**src/rtl/snitch_tt_pkg.sv**
```systemverilog
// Shared types and constants for the Snitch tiny-tapeout memory front end.
package snitch_tt_pkg;

  localparam int unsigned AddrW    = 32;
  localparam int unsigned DataW    = 32;
  localparam int unsigned MemAddrW = 10;
  localparam int unsigned MemBytes = 4096;

  typedef logic [AddrW-1:0]    addr_t;
  typedef logic [DataW-1:0]    data_t;
  typedef logic [MemAddrW-1:0] mem_addr_t;

  typedef enum logic [1:0] {
    StIdle,
    StWaitRsp,
    StResp
  } arb_state_e;

  typedef enum logic {
    INSTR = 1'b0,
    DATA  = 1'b1
  } port_e;

  // Misaligned, beyond the memory, or a partial-word write (only full or empty strobes are legal).
  function automatic logic req_err(input addr_t addr, input logic write, input logic [3:0] strb);
    logic bad_strb;
    bad_strb = write && (strb != 4'hF) && (strb != 4'h0);
    return (addr[1:0] != 2'b00) || (addr >= addr_t'(MemBytes)) || bad_strb;
  endfunction

endpackage

```
**src/rtl/snitch_rr_arb2.sv**
```systemverilog
// Two-requester round-robin arbiter; the last grant only moves when the grant is taken.
module snitch_rr_arb2
  import snitch_tt_pkg::*;
(
  input  logic       clk_i,
  input  logic       rst_ni,
  input  logic [1:0] req_i,
  input  logic       upd_i,
  output logic       gnt_valid_o,
  output port_e      gnt_o
);

  port_e last_q, last_d;

  always_comb begin
    gnt_o = INSTR;
    unique case (req_i)
      2'b01:   gnt_o = INSTR;
      2'b10:   gnt_o = DATA;
      2'b11:   gnt_o = (last_q == DATA) ? INSTR : DATA;
      default: gnt_o = INSTR;
    endcase
    gnt_valid_o = |req_i;
    last_d      = (upd_i && gnt_valid_o) ? gnt_o : last_q;
  end

  always_ff @(posedge clk_i or negedge rst_ni) begin
    if (!rst_ni) begin
      last_q <= DATA;
    end else begin
      last_q <= last_d;
    end
  end

endmodule

```
**src/rtl/snitch_mem_arbiter.sv**
```systemverilog
// Merges fetch and LSU ports onto the single-port word-addressed memory, one transaction at a time.
module snitch_mem_arbiter
  import snitch_tt_pkg::*;
#(
  parameter int unsigned AddrWidth    = 32,
  parameter int unsigned MemAddrWidth = 10,
  parameter int unsigned DataWidth    = 32
) (
  input  logic                    clk_i,
  input  logic                    rst_ni,
  input  logic [AddrWidth-1:0]    instr_req_addr_i,
  input  logic                    instr_req_valid_i,
  output logic                    instr_req_ready_o,
  output logic [DataWidth-1:0]    instr_rsp_data_o,
  output logic                    instr_rsp_err_o,
  output logic                    instr_rsp_valid_o,
  input  logic                    instr_rsp_ready_i,
  input  logic [AddrWidth-1:0]    data_req_addr_i,
  input  logic [DataWidth-1:0]    data_req_data_i,
  input  logic                    data_req_write_i,
  input  logic [3:0]              data_req_strb_i,
  input  logic                    data_req_valid_i,
  output logic                    data_req_ready_o,
  output logic [DataWidth-1:0]    data_rsp_data_o,
  output logic                    data_rsp_err_o,
  output logic                    data_rsp_valid_o,
  input  logic                    data_rsp_ready_i,
  output logic [MemAddrWidth-1:0] mem_req_addr_o,
  output logic [DataWidth-1:0]    mem_req_data_o,
  output logic                    mem_req_write_o,
  output logic                    mem_req_wstrb_o,
  output logic                    mem_req_valid_o,
  input  logic                    mem_req_ready_i,
  input  logic [DataWidth-1:0]    mem_rsp_data_i,
  input  logic                    mem_rsp_valid_i,
  output logic                    mem_rsp_ready_o
);

  arb_state_e state_q, state_d;
  port_e      port_q, port_d;
  logic [DataWidth-1:0] rsp_q, rsp_d;
  logic       err_q, err_d;

  logic [1:0] arb_req;
  logic       arb_upd;
  logic       gnt_valid;
  port_e      gnt;

  logic [AddrWidth-1:0] sel_addr;
  logic       sel_write;
  logic [3:0] sel_strb;
  logic       sel_err;
  logic       sel_noop;
  logic       accept;
  logic       resp_done;

  // A late memory response seen in idle is drained first, so no request shares its cycle.
  assign arb_req = (state_q == StIdle && !mem_rsp_valid_i) ?
                   {data_req_valid_i, instr_req_valid_i} : 2'b00;

  snitch_rr_arb2 u_rr_arb2 (
    .clk_i      (clk_i),
    .rst_ni     (rst_ni),
    .req_i      (arb_req),
    .upd_i      (arb_upd),
    .gnt_valid_o(gnt_valid),
    .gnt_o      (gnt)
  );

  always_comb begin
    state_d           = state_q;
    port_d            = port_q;
    rsp_d             = rsp_q;
    err_d             = err_q;
    arb_upd           = 1'b0;
    accept            = 1'b0;
    instr_req_ready_o = 1'b0;
    data_req_ready_o  = 1'b0;
    mem_req_valid_o   = 1'b0;
    mem_req_addr_o    = '0;
    mem_req_data_o    = '0;
    mem_req_write_o   = 1'b0;
    mem_req_wstrb_o   = 1'b0;
    mem_rsp_ready_o   = 1'b0;

    sel_addr  = (gnt == DATA) ? data_req_addr_i : instr_req_addr_i;
    sel_write = (gnt == DATA) && data_req_write_i;
    sel_strb  = (gnt == DATA) ? data_req_strb_i : 4'hF;
    sel_err   = req_err(sel_addr, sel_write, sel_strb);
    sel_noop  = sel_write && (sel_strb == 4'h0);

    resp_done = (port_q == INSTR) ? instr_rsp_ready_i : data_rsp_ready_i;

    unique case (state_q)
      StIdle: begin
        mem_rsp_ready_o = mem_rsp_valid_i;
        if (gnt_valid) begin
          if (sel_err || sel_noop) begin
            accept = 1'b1;
          end else begin
            mem_req_valid_o = 1'b1;
            mem_req_addr_o  = sel_addr[MemAddrWidth+1:2];
            mem_req_write_o = sel_write;
            mem_req_wstrb_o = sel_write;
            mem_req_data_o  = sel_write ? data_req_data_i : '0;
            accept          = mem_req_ready_i;
          end
          instr_req_ready_o = (gnt == INSTR) && accept;
          data_req_ready_o  = (gnt == DATA) && accept;
          if (accept) begin
            arb_upd = 1'b1;
            port_d  = gnt;
            err_d   = sel_err;
            rsp_d   = '0;
            state_d = (sel_err || sel_write) ? StResp : StWaitRsp;
          end
        end
      end
      StWaitRsp: begin
        mem_rsp_ready_o = mem_rsp_valid_i;
        if (mem_rsp_valid_i) begin
          rsp_d   = mem_rsp_data_i;
          err_d   = 1'b0;
          state_d = StResp;
        end
      end
      StResp: begin
        if (resp_done) begin
          state_d = StIdle;
        end
      end
      default: state_d = StIdle;
    endcase

    instr_rsp_valid_o = (state_q == StResp) && (port_q == INSTR);
    data_rsp_valid_o  = (state_q == StResp) && (port_q == DATA);
    instr_rsp_data_o  = instr_rsp_valid_o ? rsp_q : '0;
    instr_rsp_err_o   = instr_rsp_valid_o && err_q;
    data_rsp_data_o   = data_rsp_valid_o ? rsp_q : '0;
    data_rsp_err_o    = data_rsp_valid_o && err_q;
  end

  always_ff @(posedge clk_i or negedge rst_ni) begin
    if (!rst_ni) begin
      state_q <= StIdle;
      port_q  <= INSTR;
      rsp_q   <= '0;
      err_q   <= 1'b0;
    end else begin
      state_q <= state_d;
      port_q  <= port_d;
      rsp_q   <= rsp_d;
      err_q   <= err_d;
    end
  end

endmodule
```
**config.mk**
```make
export PLATFORM = sky130hd
export DESIGN_NAME = snitch_mem_arbiter
export DESIGN_NICKNAME = d
export VERILOG_FILES = /design/src/rtl/snitch_tt_pkg.sv /design/src/rtl/snitch_rr_arb2.sv /design/src/rtl/snitch_mem_arbiter.sv
export SDC_FILE = /design/constraint.sdc
export NUM_CORES = 1
export LEC_CHECK = 0
export BUFFER_PORTS_ARGS = -buffer_cell sky130_fd_sc_hd__buf_2
export CAP_MARGIN = 0
export CORE_ASPECT_RATIO = 0.7
export CORE_MARGIN = 2
export CORE_UTILIZATION = 30
export DETAILED_ROUTE_END_ITERATION = 7
export PLACE_DENSITY = 0.69
export SETUP_SLACK_MARGIN = 0.15
export SLEW_MARGIN = 30
export SYNTH_ARGS = -nofsm -noshare
export SYNTH_HDL_FRONTEND = slang
export SYNTH_SLANG_ARGS = --single-unit
```
**constraint.sdc**
```tcl
create_clock -name clk_i -period 6.1 [get_ports clk_i]
set_input_delay 0.305 -clock clk_i [delete_from_list [all_inputs] [get_ports clk_i]]
set_output_delay 0.305 -clock clk_i [all_outputs]
set_load 0.02 [all_outputs]
```
==> metrics.txt <==
total net switching power=0.247 mW; most used flip-flop cell after synthesis=dfrtp_1; n_diodes=0; vias in the first global route=between 2000 and 3000; number of I/O port buffers=256; area grow syn2layout=60.6%; via count=roughly 2900; hold_ws=between 0.1 and 0.15 ns; Logic pwr share=26.7%; Clock Sinks=37; die span in y=79.7 µm; CP endpoint kind=primary output; Avg Cell Area, Syn=8.80 µm²; Detail Route Antenna Nets=0; count leader, synth=and2_1; layout cell share with drive strength beyond 1=52.8%; CORE AREA=7910 µm²; register area share after synthesis=37.8%; Int Power=between 0.5 and 0.6 mW; sequential power share=35.5%; Final HPWL DP=6970 µm; Finished Layout Cells=624; initial antenna violation count=0; Post-Synthesis Cells=between 200 and 300; status=finished, final reports clean; Final Cell Area=3940 µm²; VDD IR max=161 µV; post_cts resized=0; Final #Nets=663; clk slew on worst S/H paths=0.06 ns; commonest cells in the netlist=and2_1, dfrtp_1, a22o_1; Worst Path Arrival=between 3 and 4 ns; FILL cells=771; Setup CP Type=reg2out; clock latency on the worst-skew pair=0.27 ns; crit path max fanout=34; top cells by area, synth=dfrtp_1, and2_1, a22o_1; LEAKAGE=approximately 2.4 nW; Synth area leader=dfrtp_1; Async SR Flop Fraction=100%; DR pass1 iterations=4; Final period util=63.9%; library cells used by synthesis=33; Syn Std Cell Area=about 2500 µm²; GP Congestion=0.833; maxcap violations=0; # DRC=0; CP required=5.79 ns; Post-CTS Setup Inserts=0; starting density of the core=31.1%; Final Max Slew Viols=0; clk buf depth=2; CTS tree=built; Slew @ Worst Pin=0.915 ns; largest net degree at the start of global routing=38; P per Cell Area=200 nW/µm²; first-pass GRT wire length=13600 µm; post-route minimum period=3.90 ns; area share of the largest cell type after synthesis=36.7%; DR WL/cell=13.9 µm; Hold Fails Final Rpt=0; final WL=8650 µm; Synth Warn #=0; crit start category=register; #FFs+latches synth=37; Clk pwr share=37.8%; die area=slightly below 9000 µm²; Max-Slew Margin vs Limit=38.7%; H-tree Lvls=2; TNS Setup=0 ns; DP Area=approximately 3800 µm²; Hold Path Class=in2async; Via density=4.60; hold_buf cts=0; Switching Share=31.3%; row count=27; clk root buf=clkbuf_16; fmax=257 MHz; Inst Count DP=616; RSZ-0062 raised after global routing=false; GRT Util Overall=18.5%; number of flops mapped to enable cells by yosys=0; Starting DRT DRC Count=96; Die X=112 µm; I/O pin total=257; Final setup viols=0; net count after synthesis=420; total grt overflow=0; cts bufs inserted=5; skew final=0.00677 ns
-- power by group through the flow --
stage | sequential, mW | clock, mW | combinational (mW)
after global routing | 0.284 | 0.318 | 0.236
final | 0.281 | 0.299 | 0.211
after global placement | 0.285 | 0 | 0.206
after detailed placement | 0.285 | 0 | 0.212
after CTS | 0.281 | 0.306 | 0.212
after floorplan | 0.274 | 0 | 0.135
-- critical path, stage by stage, from the launching register on --
cell and delay, ns:
dfrtp_1 0.49, or4b_4 0.57, a21oi_2 0.48, nor3_1 0.18, o211ai_1 0.78, nor2_2 0.38
and2_1 0.28, buf_2 0.16
-- registers in the layout (all words and copies together), names as in the netlist --
name / flops
port_q: 1
rsp_q: 32
err_q: 1
state_q: 2
u_rr_arb2.last_q: 1
-- final cells by class --
type | instances | area, µm² | area share (%)
clock buffers | 6 | 139 | 3.52
clock inverters | 2 | 37.5 | 0.952
inverters | 1 | 3.75 | 0.0952
multi-input cells | 219 | 1410 | 35.8
flip-flops and latches | 37 | 927 | 23.5
well taps | 101 | 126 | 3.21
repair buffers | 258 | 1300 | 32.9
-- through the flow --
step	util [%]	setup WS [ns]	power, mW
after floorplan	-	3.56	0.409
after global placement	47.6	2.59	0.490
after detailed placement	47.6	2.50	0.497
after CTS	49.8	2.20	0.799
after global routing	49.9	1.85	0.839
final	49.9	2.20	0.790
-- final timing paths --
check,start,end,slack [ns],cells past startpoint
worst min-delay path,rst_ni,rsp_q[6],0.12,1
worst min register to register,rsp_q[2],rsp_q[2],0.51,1
min in group clk_i,mem_rsp_data_i[25],rsp_q[25],0.25,2
worst max register to register,state_q[0],rsp_q[9],3.36,7
worst max-delay path,state_q[0],mem_req_data_o[6],2.20,7
max in group asynchronous,rst_ni,state_q[1],5.46,1
-- layout by cell type, fill, tap and decap left out, types with 2 or more instances in the layout --
master     instances
dfrtp_1           36
a21o_1             4
buf_4              2
nand4_1            3
nand2_1           26
clkbuf_16          5
nor4_1            11
nor2_1             7
a22o_1            32
and2_1            98
a21oi_1           11
o21ai_0            5
nand3_1            4
o211ai_1           2
buf_2            256
-- per-layer routing --
layer	GRT usage [%]	share of wire, %
met1	24.4	44
met2	33.1	50
met3	3.19	6.2
met4	1.95	0.29
met5	0	0
-- cells by family (layout without fill, tap and decap cells) --
| kind of cell | count (synthesis) | in the layout | share of synthesized area (%) |
|---|---|---|---|
| compound gates | 59 | 59 | 18.8 |
| buf+inv | 23 | 267 | 5.05 |
| mux | 1 | 1 | 0.408 |
| flops | 37 | 37 | 37.8 |
| simple gates | 159 | 159 | 38.0 |
No activity file was read; power rests on OpenSTA's default activity.
